===== config.mk =====
export PLATFORM = sky130hd
export DESIGN_NAME = uart_tx_fifo
export DESIGN_NICKNAME = d
export VERILOG_FILES = /design/src/rtl/uart_pkg.sv /design/src/rtl/uart_fifo_mem.sv /design/src/rtl/uart_tx_fifo.sv
export SDC_FILE = /design/constraint.sdc
export NUM_CORES = 1
export LEC_CHECK = 0
export ABC_AREA = 1
export BUFFER_PORTS_ARGS = -buffer_cell sky130_fd_sc_hd__buf_2
export CORE_UTILIZATION = 25
export CTS_CLUSTER_DIAMETER = 30
export DETAILED_ROUTE_END_ITERATION = 10
export PLACE_DENSITY_LB_ADDON = 0.2
export SLEW_MARGIN = 20
export SYNTH_ARGS = -nofsm -noshare
export SYNTH_HDL_FRONTEND = slang
export SYNTH_HIERARCHICAL = 1
export SYNTH_SLANG_ARGS = --single-unit

===== constraint.sdc =====
create_clock -name clk_50m -period 3.9 [get_ports clk_50m]
set_clock_uncertainty 0.15 [all_clocks]
set_input_delay 0.195 -clock clk_50m [delete_from_list [all_inputs] [get_ports clk_50m]]
set_output_delay 0.195 -clock clk_50m [all_outputs]
set_load 0.05 [all_outputs]

===== src/rtl/uart_pkg.sv =====
// Shared types and constants for the UART transmit buffering slice.
package uart_pkg;

  localparam int unsigned UART_DATA_W    = 8;
  localparam int unsigned FIFO_DEPTH_DEF = 16;
  localparam int unsigned FIFO_AW_DEF    = 4;

  typedef logic [UART_DATA_W-1:0] uart_byte_t;

  // Handoff sequencer states toward the UART transmitter.
  typedef enum logic [1:0] {
    IDLE  = 2'd0,
    ISSUE = 2'd1,
    HOLD  = 2'd2,
    DRAIN = 2'd3
  } tx_state_e;

endpackage


===== src/rtl/uart_fifo_mem.sv =====
// DEPTH x byte storage: synchronous write, asynchronous read, no reset on contents.
module uart_fifo_mem
  import uart_pkg::*;
#(
  parameter int unsigned DEPTH = FIFO_DEPTH_DEF,
  parameter int unsigned AW    = FIFO_AW_DEF
) (
  input  logic          clk,
  input  logic          wr_en,
  input  logic [AW-1:0] wr_addr,
  input  uart_byte_t    wr_data,
  input  logic [AW-1:0] rd_addr,
  output uart_byte_t    rd_data_c
);

  uart_byte_t mem_q [DEPTH];

  always_ff @(posedge clk) begin
    if (wr_en) begin
      mem_q[wr_addr] <= wr_data;
    end
  end

  assign rd_data_c = mem_q[rd_addr];

endmodule


===== src/rtl/uart_tx_fifo.sv =====
// Byte FIFO that paces queued bytes into the UART transmitter one at a time,
// issuing a single-cycle load strobe only while the transmitter is idle.
module uart_tx_fifo
  import uart_pkg::*;
#(
  parameter int unsigned DEPTH = FIFO_DEPTH_DEF,
  parameter int unsigned AW    = FIFO_AW_DEF
) (
  input  logic                   clk_50m,
  input  logic                   rst,
  input  logic [UART_DATA_W-1:0] s_data,
  input  logic                   s_valid,
  output logic                   s_ready,
  input  logic                   flush,
  output logic [UART_DATA_W-1:0] din,
  output logic                   wr_en,
  input  logic                   tx_busy,
  output logic [AW:0]            count,
  output logic                   empty,
  output logic                   full,
  output logic                   overflow
);

  localparam int unsigned CW = AW + 1;

  tx_state_e     state_q, state_d;
  logic [AW-1:0] rd_ptr_q, rd_ptr_d;
  logic [AW-1:0] wr_ptr_q, wr_ptr_d;
  logic [CW-1:0] count_q, count_d;
  uart_byte_t    din_q, din_d;
  logic          wr_en_q, wr_en_d;
  logic          overflow_q, overflow_d;
  logic          empty_q, empty_d;
  logic          full_q, full_d;
  logic          s_ready_q, s_ready_d;

  logic          push_c;
  logic          pop_c;
  uart_byte_t    mem_rd_c;

  // Acceptance looks only at the registered fill state, so a full FIFO
  // rejects a byte even on an edge that also pops.
  assign push_c = s_valid && s_ready_q && !flush;
  assign pop_c  = (state_q == IDLE) && !empty_q && !tx_busy && !flush;

  uart_fifo_mem #(
    .DEPTH (DEPTH),
    .AW    (AW)
  ) u_mem (
    .clk       (clk_50m),
    .wr_en     (push_c),
    .wr_addr   (wr_ptr_q),
    .wr_data   (s_data),
    .rd_addr   (rd_ptr_q),
    .rd_data_c (mem_rd_c)
  );

  // Pointer, occupancy and overflow bookkeeping; flush wins over push/pop.
  always_comb begin
    rd_ptr_d   = rd_ptr_q;
    wr_ptr_d   = wr_ptr_q;
    count_d    = count_q;
    overflow_d = overflow_q;
    din_d      = din_q;

    if (flush) begin
      rd_ptr_d   = '0;
      wr_ptr_d   = '0;
      count_d    = '0;
      overflow_d = 1'b0;
    end else begin
      if (push_c) begin
        wr_ptr_d = wr_ptr_q + AW'(1);
      end
      if (pop_c) begin
        rd_ptr_d = rd_ptr_q + AW'(1);
        din_d    = mem_rd_c;
      end
      if (push_c && !pop_c) begin
        count_d = count_q + CW'(1);
      end else if (pop_c && !push_c) begin
        count_d = count_q - CW'(1);
      end
      if (s_valid && full_q) begin
        overflow_d = 1'b1;
      end
    end

    empty_d   = (count_d == '0);
    full_d    = (count_d == CW'(DEPTH));
    s_ready_d = !full_d;
  end

  // Handoff sequencer: strobe, guard cycle for tx_busy to rise, then wait idle.
  always_comb begin
    state_d = state_q;
    wr_en_d = 1'b0;

    case (state_q)
      IDLE: begin
        if (pop_c) begin
          state_d = ISSUE;
          wr_en_d = 1'b1;
        end
      end
      ISSUE: state_d = HOLD;
      HOLD:  state_d = DRAIN;
      DRAIN: begin
        if (!tx_busy) begin
          state_d = IDLE;
        end
      end
    endcase
  end

  always_ff @(posedge clk_50m or posedge rst) begin
    if (rst) begin
      state_q    <= IDLE;
      rd_ptr_q   <= '0;
      wr_ptr_q   <= '0;
      count_q    <= '0;
      din_q      <= '0;
      wr_en_q    <= 1'b0;
      overflow_q <= 1'b0;
      empty_q    <= 1'b1;
      full_q     <= 1'b0;
      s_ready_q  <= 1'b1;
    end else begin
      state_q    <= state_d;
      rd_ptr_q   <= rd_ptr_d;
      wr_ptr_q   <= wr_ptr_d;
      count_q    <= count_d;
      din_q      <= din_d;
      wr_en_q    <= wr_en_d;
      overflow_q <= overflow_d;
      empty_q    <= empty_d;
      full_q     <= full_d;
      s_ready_q  <= s_ready_d;
    end
  end

  assign s_ready  = s_ready_q;
  assign din      = din_q;
  assign wr_en    = wr_en_q;
  assign count    = count_q;
  assign empty    = empty_q;
  assign full     = full_q;
  assign overflow = overflow_q;

endmodule


# --- Word level (Yosys, flattened, before mapping) ---
# Memories as Yosys holds them, arrays and structs flattened. A register that Yosys moved wholly into a read port is not among the register bits.
# Index checks and enable logic that the tools add are counted.
op_classes:
  addsub: 4
  n_eq_ne: 6
  muxes: 16
  bitwise_logic: 1
  reduce_logical: 21
op_table:
  columns: ["cell", "n"]
  rows:
  - ["two-way mux 4 bit", 4]
  - ["two-way mux 5 bit", 3]
  - ["adder 4 x 1 -> 4 bit (second input constant)", 2]
  - ["logical AND 1 bit", 8]
  - ["one-hot mux 2 bit (4 select lines)", 1]
  - ["zero test 1 bit", 6]
  - ["two-way mux 1 bit", 6]
  - ["nonzero test 2 bit", 3]
  - ["adder 5 x 1 -> 5 bit (second input constant)", 1]
  - ["equality test 5 bit (second input constant)", 1]
  - ["zero test 5 bit", 1]
  - ["subtractor 5 x 1 -> 5 bit (second input constant)", 1]
  - ["equality test 2 bit (second input constant)", 2]
  - ["two-way mux 2 bit", 2]
  - ["!= test 2 bit (second input constant)", 2]
  - ["AND reduction 2 bit", 2]
  - ["equality test 2 x 1 -> 1 bit (second input constant)", 1]
  - ["zero test 2 bit", 1]
  - ["NOT 1 bit", 1]
totals:
  register_bits: 20
  mem_bits_rw: 128
  input_bits: 13
  out_inout_bits: 18
  wordCells: 58
  n_memories: 1
memory_table:
  columns: ["memory", "words", "width", "rd", "rd_clocked_by_memory_dff", "write_ports", "line", "rtl"]
  rows:
  - ["u_mem.mem_q", 16, 8, 1, 1, 1, "uart_fifo_mem.sv:16", "uart_byte_t mem_q [DEPTH];"]

# --- Depth between registers and ports, before layout ---
# Gate-level depths: netlist of the first run.
logic_depth:
  ltp_word: 10
  ltp_mapped: 12
  ltp_nobuf: 12

# --- Hierarchy ---
# Netlist of the first run, hierarchy kept.
by_module_without_submodules:
  columns: ["module", "n_inst", "cells_each", "area_per_inst_um2", "seq_area_each_um2"]
  rows:
  - ["uart_fifo_mem", 1, 543, 5606.6, 3843.7]
  - ["uart_tx_fifo", 1, 178, 1496.4, 703.2]

# --- Worst setup path after synthesis of the first run ---
# OpenSTA, ideal clock, no wires.
synth_timing:
  path_kind: "register to register"
  from: "register s_ready_q, in the netlist s_ready"
  to: "memory u_mem/mem_q[12][0] in the netlist's numbering (enable)"
  setup_time_ns: 0.370
  arrival_ns: 1.573
  required_ns: 3.380
  setup_slack_ns: 1.807
  path_stages_with_launch: 5
  n_path_buf: 0
  period_less_slack_ns: 2.093
  cell_sequence: "dfstp_2 nand2_2 nor2_4 nand3_1 nor2_1"
synth_between:
  elab_chain_cells: 4
synth_rtl:
  columns: ["item", "line", "rtl"]
  rows:
  - ["start, declared", "uart_tx_fifo.sv:35", "logic s_ready_q, s_ready_d;"]
  - ["start signal, assigned", "uart_tx_fifo.sv:138", "s_ready_q <= s_ready_d;"]
  - ["logical AND 1 bit (2 in series)", "uart_tx_fifo.sv:43", "assign push_c = s_valid && s_ready_q && !flush;"]
  - ["named net push_c", "uart_tx_fifo.sv:37", "logic push_c;"]
  - ["two-way mux 1 bit", "uart_fifo_mem.sv:19", "if (wr_en) begin"]
  - ["two-way mux 1 bit (implied by the code)", "uart_fifo_mem.sv:20", "mem_q[wr_addr] <= wr_data;"]
  - ["end, declared", "uart_fifo_mem.sv:16", null]
# The timed path passes the listed nets, and every way through them passes these cells.

# --- Worst setup path after layout of the first run ---
layout_timing:
  from: "register state_q[0]"
  to: "register state_q[0]"
layout_between:
  elab_chain_cells: 6
  word_cells_on_any_way: 11
  cone_classes: "eq/ne: 5; mux: 1; reduce/logical: 5"
layout_rtl:
  columns: ["item", "line", "rtl"]
  rows:
  - ["start, declared", "uart_tx_fifo.sv:26", "tx_state_e state_q, state_d;"]
  - ["start signal, assigned", "uart_tx_fifo.sv:129", "state_q <= state_d;"]
  - ["zero test 2 bit", "uart_tx_fifo.sv:44, uart_tx_fifo.sv:99", null]
  - ["logical AND 1 bit (3 in series)", "uart_tx_fifo.sv:44", "assign pop_c = (state_q == IDLE) && !empty_q && !tx_busy && !flush;"]
  - ["!= test 2 bit (no source line)", null, null]
  - ["AND reduction 2 bit (no source line)", null, null]
# Several ways; a longest one is shown, not always the timed one.
# A chain may end at the register's enable or synchronous reset.

==> results of run 1 <==
-- cell type report --
| cell class | count | area, um^2 | area share, % |
|---|---|---|---|
| antenna | 1 | 2.502 | 0.03056 |
| sequential | 156 | 4548 | 55.54 |
| timing repair buffer | 38 | 217.7 | 2.659 |
| multi-input combinational | 412 | 1902 | 23.22 |
| clock inverter | 9 | 83.83 | 1.024 |
| inverter | 126 | 473.0 | 5.775 |
| tap | 378 | 473.0 | 5.775 |
| clock buffer | 23 | 489.2 | 5.974 |
-- cells in the mapped netlist (2+ instances only) --
library cell,instances,area (um^2)
sky130_fd_sc_hd__buf_4,4,30.03
sky130_fd_sc_hd__ha_1,8,100.1
sky130_fd_sc_hd__a21oi_1,9,45.04
sky130_fd_sc_hd__nor2_1,27,101.4
sky130_fd_sc_hd__nor3_2,2,20.02
sky130_fd_sc_hd__nand2_4,4,45.04
sky130_fd_sc_hd__nand3_1,107,535.5
sky130_fd_sc_hd__o21ai_0,8,40.04
sky130_fd_sc_hd__nand4_1,3,18.77
sky130_fd_sc_hd__nand2_2,5,31.28
sky130_fd_sc_hd__inv_1,121,454.2
sky130_fd_sc_hd__nor2_2,3,18.77
sky130_fd_sc_hd__nand3b_1,2,15.01
sky130_fd_sc_hd__o21ai_1,2,10.01
sky130_fd_sc_hd__buf_2,16,80.08
sky130_fd_sc_hd__nor2_4,2,22.52
sky130_fd_sc_hd__inv_2,5,18.77
sky130_fd_sc_hd__dfrtp_1,26,650.6
sky130_fd_sc_hd__nand2_1,224,840.8
sky130_fd_sc_hd__dfstp_2,2,52.55
sky130_fd_sc_hd__edfxtp_1,128,3844
sky130_fd_sc_hd__buf_6,6,67.56
-- layer usage --
| layer | up-vias | share of wire [%] | track usage (%) |
|---|---|---|---|
| met5 | - | 0 | 0 |
| met4 | 0 | 0.70 | 2.585 |
| met3 | 11 | 3.8 | 2.961 |
| met2 | 112 | 46 | 21.58 |
| met1 | 2366 | 49 | 19.07 |
| li1 | 2379 | - | - |
-- where the power goes --
group / switching (W) / internal [W] / total, W
clock network: 0.000667 / 0.000951 / 0.00162
logic: 0.000719 / 0.000235 / 0.000955
registers: 0.0000791 / 0.00192 / 0.00200
-- final timing paths --
check | slack (ns) | to | cells after the start
min in group asynchronous | 0.27 | din[3] | 4
max in group asynchronous | 2.99 | empty | 4
hold reg to reg | 0.32 | din[3] | 2
setup / recovery | 1.52 | state_q[0] | 8
setup reg to reg | 1.52 | state_q[0] | 8
hold / removal | 0.02 | state_q[0] | 3
-- state kept, by name, summed over array words and instances, names as in the netlist --
register / count
empty: 1
wr_ptr_q: 4
rd_ptr_q: 4
state_q: 2
wr_en: 1
count: 5
s_ready: 1
full: 1
din: 8
overflow: 1
u_mem/mem_q: 128
-- critical path, delay by kind of cell (launching register included) --
kind,cells,cell delay [ns]
AO/OA/AOI/OAI,3,0.44
adder cells (fa/ha/maj),1,0.27
buffers and inverters,2,0.39
flip-flops,1,0.38
AND/OR/NAND/NOR,2,0.66
-- cells by family (layout without fill, tap and decap cells) --
kind of cell | Yosys count | count (layout) | synth area share [%]
AOI/OAI and AO/OA | 23 | 23 | 1.885
xor gates and xnor gates | 1 | 1 | 0.1233
adders and majority gates | 8 | 8 | 1.409
buffers and inverters | 153 | 196 | 9.213
DFF | 156 | 156 | 64.01
other | 0 | 1 | 0
and+or+nand+nor | 380 | 380 | 23.36
-- per-stage QoR --
| stage | instances | cell area [um^2] | utilization [%] | hold WS (ns) | setup slack, ns |
|---|---|---|---|---|---|
| after floorplan | 721 | 7103 | - | 0.1089 | 1.807 |
| final | 1143 | 8189 | 29.40 | 0.02001 | 1.524 |
| after global placement | 1107 | 7584 | 27.22 | 0.1566 | 1.516 |
| after CTS | 1142 | 8187 | 29.39 | 0.008342 | 1.449 |
| after detailed placement | 1107 | 7584 | 27.22 | 0.1535 | 1.455 |
| after global routing | 1142 | 8187 | 29.39 | 0.03442 | 1.274 |
==> parameters.txt, run 1 <==
Parameter                              Value

Finish
  Layout area overhead    15.29%
  Most frequent standard cell in the layout excluding fill and tap cells    sky130_fd_sc_hd__nand2_1
  Number of fillers in the final layout    roughly 2,900
  Total Nets Final    around 770
  Fraction of layout cells with a size suffix above 1    about an eighth
  Most frequent cells in the layout    sky130_fd_sc_hd__nand2_1, sky130_fd_sc_hd__edfxtp_1, sky130_fd_sc_hd__inv_1, sky130_fd_sc_hd__nand3_1, sky130_fd_sc_hd__buf_2

Floorplanning
  Width of the die    roughly 170 um
  Floorplan Core Area    27,860 um^2
  Ports    31
  Die Height    approximately 170 um
  Effective utilization at floorplan    between 20% and 30%
  Row count    ~60
  DIE AREA    29,090 um^2

Flow run
  Max-Cap Viols    0

Drt
  Post-route ant nets    0
  DRC violations left    0
  Total length of routed wires    ~19 mm
  Vias per cell    about 4.3
  First DRT Iteration DRCs    about 330
  Total iterations of the first detailed-routing run    5
  Vias after detailed routing    between 4,000 and 5,000
  Routed wirelength normalized by instance count    16.21 um

Global route
  Wire length of the first global-routing pass    around 29 mm
  Initial antenna violation count    0
  Largest net degree at the start of global routing    69
  Grt total ovfl    0
  Number of global-route vias before repair    ~4,800
  Gr usage total    a little over an eighth

Logic synthesis
  Seq/Total Area, Yosys    between 60% and 70%
  Ys async rst share    between 10% and 20%
  Gate count after technology mapping    around 720
  Number of nets produced by synthesis    roughly 740
  Top flip-flop cell by instance count after synthesis    sky130_fd_sc_hd__edfxtp_1
  Per-instance average area after synthesis    between 9 and 10 um^2
  Area of the mapped netlist    between 7000 and 8000 um^2
  Post-synth EDFFs    roughly 130
  Number of synthesized register bits    between 150 and 200
  Synth cell types    29
  Number of synthesis warnings    6

STA
  Minimum period implied by the final worst setup slack    approximately 2.4 ns
  Setup repair after global routing missed its margin    no
  Accumulated negative setup slack    0 ns
  Final setup violating endpoints    0
  Worst slew margin relative to its limit    around 43%
  Period utilization    between 60% and 70%
  Final Hold Viols    0
  Least-Margin Pin Slew    about 0.85 ns
  Max-slew violation count    0
  Upper clock frequency limit    roughly 420 MHz

Clock tree
  Level count of the clock H-tree    4
  Post-CTS setup buffer count    0
  Clock slew at the register clock pins of the worst setup and hold paths    approximately 0.060 ns
  Number of gates resized after CTS    0
  TritonCTS clock tree    done
  Total CTS buffers    17
  Clock Tree Root    sky130_fd_sc_hd__clkbuf_16
  Maximum buffer depth of the clock tree    2
  Hold bufs inserted after CTS    3
  Worst-Skew Late Latency    about 0.42 ns
  Number of sinks handled by clock tree synthesis    about 160

Setup path
  Critical Path RT    a little over 4 ns
  Slowest cell on crit path    sky130_fd_sc_hd__nor2_2
  Critical path startpoint category    flip-flop
  Type of element capturing the critical path    flip-flop
  Startpoint of the most critical setup path    state_q[0]
  Cell-by-cell listing of the critical path    inv_1, ha_1, nand2_4, nor2_2, inv_2, a22oi_2, o21ai_0, o21ai_0
  Critical path class    flip-flop to flip-flop
  Highest fanout seen on the critical path    11
  Launch point of the worst reg-to-reg path    state_q[0]
  Largest incremental delay on the critical path    between 0.5 and 0.6 ns
  Arrival time at the worst endpoint    ~2.6 ns
  Crit-path most repeated cell    sky130_fd_sc_hd__o21ai_0

Place
  Final HPWL DP    11.47 mm
  # port buffers    30
  Routability congestion estimate    about 0.75

Power
  Total power    about 0.0046 W
  PwrDens    between 500 and 600 nW/um^2
  IR Drop Worst-Case VDD    269.7 uV
  Leakage power    ~3.6 nW

Hold path
  Tightest Hold Check Type    primary input to flip-flop
  Min-delay src    tx_busy

Run status
  Result of the run    complete, no violations
Power figures use the tool's default switching activity.
==> inputs of run 2 (changes only) <==
- clock period: 3.9 -> 2.3 ns (I/O delays scaled with it)
==> run 2 against run 1 <==
Worst hold slack got worse by 0.022 ns. Worst setup slack lost 1.2 ns. Critical endpoint is now u_mem/mem_q[1][2]. Highest routed layer unchanged. Die area stayed put. The flow now finishes with violations (negative hold slack). Count of clock-buffer cells in the layout is 1 lower. Final cell count increased by 2.4%.
==> parameters.txt, run 2 (synthesis gave the netlist of run 1 again) <==
Parameter                              Value

Clock tree
  Level count of the clock H-tree    4 (unchanged)
  Clock slew at the register clock pins of the worst setup and hold paths    0.06 ns (about the same)
  Worst-Skew Late Latency    0.42 ns (about the same)
  Clock Tree Root    sky130_fd_sc_hd__clkbuf_16 (unchanged)
  Maximum buffer depth of the clock tree    2 (unchanged)
  TritonCTS clock tree    done (unchanged)
  Number of sinks handled by clock tree synthesis    156 (unchanged)
  Post-CTS setup buffer count    0 (unchanged)
  Total CTS buffers    17 (unchanged)

Setup path
  Critical path class    flip-flop to flip-flop (unchanged)
  Type of element capturing the critical path    flip-flop (unchanged)
  Highest fanout seen on the critical path    8 (was 11)
  Arrival time at the worst endpoint    1.92 ns (was 2.57 ns)
  Critical Path RT    2.28 ns (was 4.09 ns)
  Kind of cell adding the most delay to the critical path    simple AND/OR/NAND/NOR gates (unchanged)
  Slowest cell on crit path    sky130_fd_sc_hd__dfstp_2 (was sky130_fd_sc_hd__nor2_2)
  Critical path startpoint category    flip-flop (unchanged)
  Cell-by-cell listing of the critical path    nand2_2, nor2_4, nand2_1, nor2_1, buf_4 (was inv_1, ha_1, nand2_4, nor2_2, inv_2, a22oi_2, o21ai_0, o21ai_0)
  Largest incremental delay on the critical path    0.53 ns (was 0.52 ns)
  Number of buffers and inverters on the critical path    1 (was 2)

Drt
  First DRT Iteration DRCs    400 (was 333)
  Vias per cell    4.146 (was 4.259)
  Vias after detailed routing    4,851 (was 4,868)
  Total iterations of the first detailed-routing run    4 (was 5)
  DRC violations left    0 (unchanged)
  Routed wirelength normalized by instance count    15.12 um (was 16.21 um)
  Post-route ant nets    0 (unchanged)
  Total length of routed wires    17.69 mm (was 18.53 mm)

Global route
  Grt total ovfl    0 (unchanged)
  Initial antenna violation count    0 (unchanged)
  Wire length of the first global-routing pass    27.89 mm (was 28.86 mm)
  Gr usage total    13.17% (was 13.61%)
  Largest net degree at the start of global routing    57 (was 69)
  Number of global-route vias before repair    4,778 (was 4,797)

Finish
  Number of fillers in the final layout    2,953 (was 2,949)
  Number of flip-flops in the largest register    128 (unchanged)
  ANT cells    0 (was 1)
  Total Nets Final    800 (was 772)
  FF+latch area    4548 um^2 (unchanged)
  Most frequent standard cell in the layout excluding fill and tap cells    sky130_fd_sc_hd__nand2_1 (unchanged)
  Most frequent cells in the layout    sky130_fd_sc_hd__nand2_1, sky130_fd_sc_hd__edfxtp_1, sky130_fd_sc_hd__inv_1, sky130_fd_sc_hd__nand3_1, sky130_fd_sc_hd__buf_2 (unchanged)
  Fraction of layout cells with a size suffix above 1    14.52% (was 12.04%)
  Footprint of the multi-input gates    1902 um^2 (unchanged)
  Layout area overhead    18.55% (was 15.29%)
  Register name with the most flops    u_mem/mem_q (unchanged)
  Core occupancy in the finished layout    30.23% (was 29.40%)

STA
  Worst slew margin relative to its limit    55.89% (was 42.88%)
  Setup repair after global routing missed its margin    no (unchanged)
  Accumulated negative setup slack    0 ns (unchanged)
  Minimum period implied by the final worst setup slack    1.936 ns (was 2.376 ns)
  Final Hold Viols    3 (was 0)
  Period utilization    84.18% (was 60.92%)
  Least-Margin Pin Slew    0.6609 ns (was 0.8536 ns)
  Max-slew violation count    0 (unchanged)
  Final setup violating endpoints    0 (unchanged)
  Upper clock frequency limit    516.5 MHz (was 420.9 MHz)
  Min Hold Slack    -0.002427 ns (was 0.02001 ns)

Place
  Final HPWL DP    11.49 mm (was 11.47 mm)
  # port buffers    30 (unchanged)
  Routability congestion estimate    0.7858 (was 0.7532)

Floorplanning
  Row count    61 (unchanged)
  Ports    31 (unchanged)
  Width of the die    170.6 um (unchanged)
  Floorplan Core Area    27,860 um^2 (unchanged)
  DIE AREA    29,090 um^2 (unchanged)
  Die Height    170.6 um (unchanged)
  Effective utilization at floorplan    25.50% (unchanged)

Hold path
  Tightest Hold Check Type    primary input to flip-flop (unchanged)

Flow run
  Max-Cap Viols    0 (unchanged)

Power
  Clock power frac    34.1% (was 35.4%)
  Share of power burned in registers    43.9% (was 43.7%)
  IR Drop Worst-Case VDD    470.5 uV (was 269.7 uV)
  Leakage power    3.734 nW (was 3.578 nW)
  PwrDens    914.3 nW/um^2 (was 558.0 nW/um^2)
  Internal power    0.005230 W (was 0.003104 W)
  Switching share of total power    32.07% (was 32.08%)
  Total power    0.007699 W (was 0.004569 W)
  Net switching component of the power    0.002469 W (was 0.001466 W)
  Combinational fraction of design power    22.0% (was 20.9%)

Run status
  Failing checks    negative hold slack
  Result of the run    finished with violations (was complete, no violations)
run 2: timing repair:
action,4_1_cts,5_1_grt
hold buffers,9,0
resized for setup,0,0
endpoints found under the hold margin,73,0
endpoints found under the setup margin,0,0
run 2: worst paths after layout:
kind	start	end	slack (ns)	cells after the start
hold / removal	s_data[4]	u_mem/mem_q[0][4]	-0.002	1
hold reg to reg	din[5]	din[5]	0.32	2
setup reg to reg	s_ready	u_mem/mem_q[1][2]	0.36	5
min in group asynchronous	rst	din[5]	0.15	3
setup / recovery	s_ready	u_mem/mem_q[1][2]	0.36	5
max in group asynchronous	rst	empty	1.25	4
run 2: layout make-up:
type / instances / area share [%]
clock inverters: 10 / 0.7132
well taps: 378 / 5.617
inverters: 126 / 5.617
clock buffers: 22 / 5.899
flip-flops and latches: 156 / 54.01
repair buffers: 66 / 5.557
multi-input cells: 412 / 22.59
run 2: stage by stage:
| stage | setup slack (ns) | instances | instance area [um^2] |
|---|---|---|---|
| detailed placement | 0.3716 | 1129 | 7774 |
| global placement | 0.4120 | 1129 | 7774 |
| CTS | 0.3593 | 1170 | 8421 |
| global route | 0.2797 | 1170 | 8421 |
| finish | 0.3638 | 1170 | 8421 |
| floorplan | 0.2067 | 721 | 7103 |
run 2: layer usage:
| metal | GRT usage (%) | routed length [um] |
|---|---|---|
| met1 | 17.72 | 8620 |
| met2 | 20.75 | 8181 |
| met3 | 3.007 | 651 |
| met4 | 4.544 | 235 |
| met5 | 0 | 0 |
run 2: power groups by stage:
stage          clock [W]  combinational, W  sequential, W
2_1_floorplan          0          0.000878        0.00373
3_3_place_gp           0           0.00170        0.00343
3_5_place_dp           0           0.00169        0.00344
4_1_cts          0.00271           0.00171        0.00338
5_1_grt          0.00282           0.00189        0.00340
6_report         0.00263           0.00169        0.00338
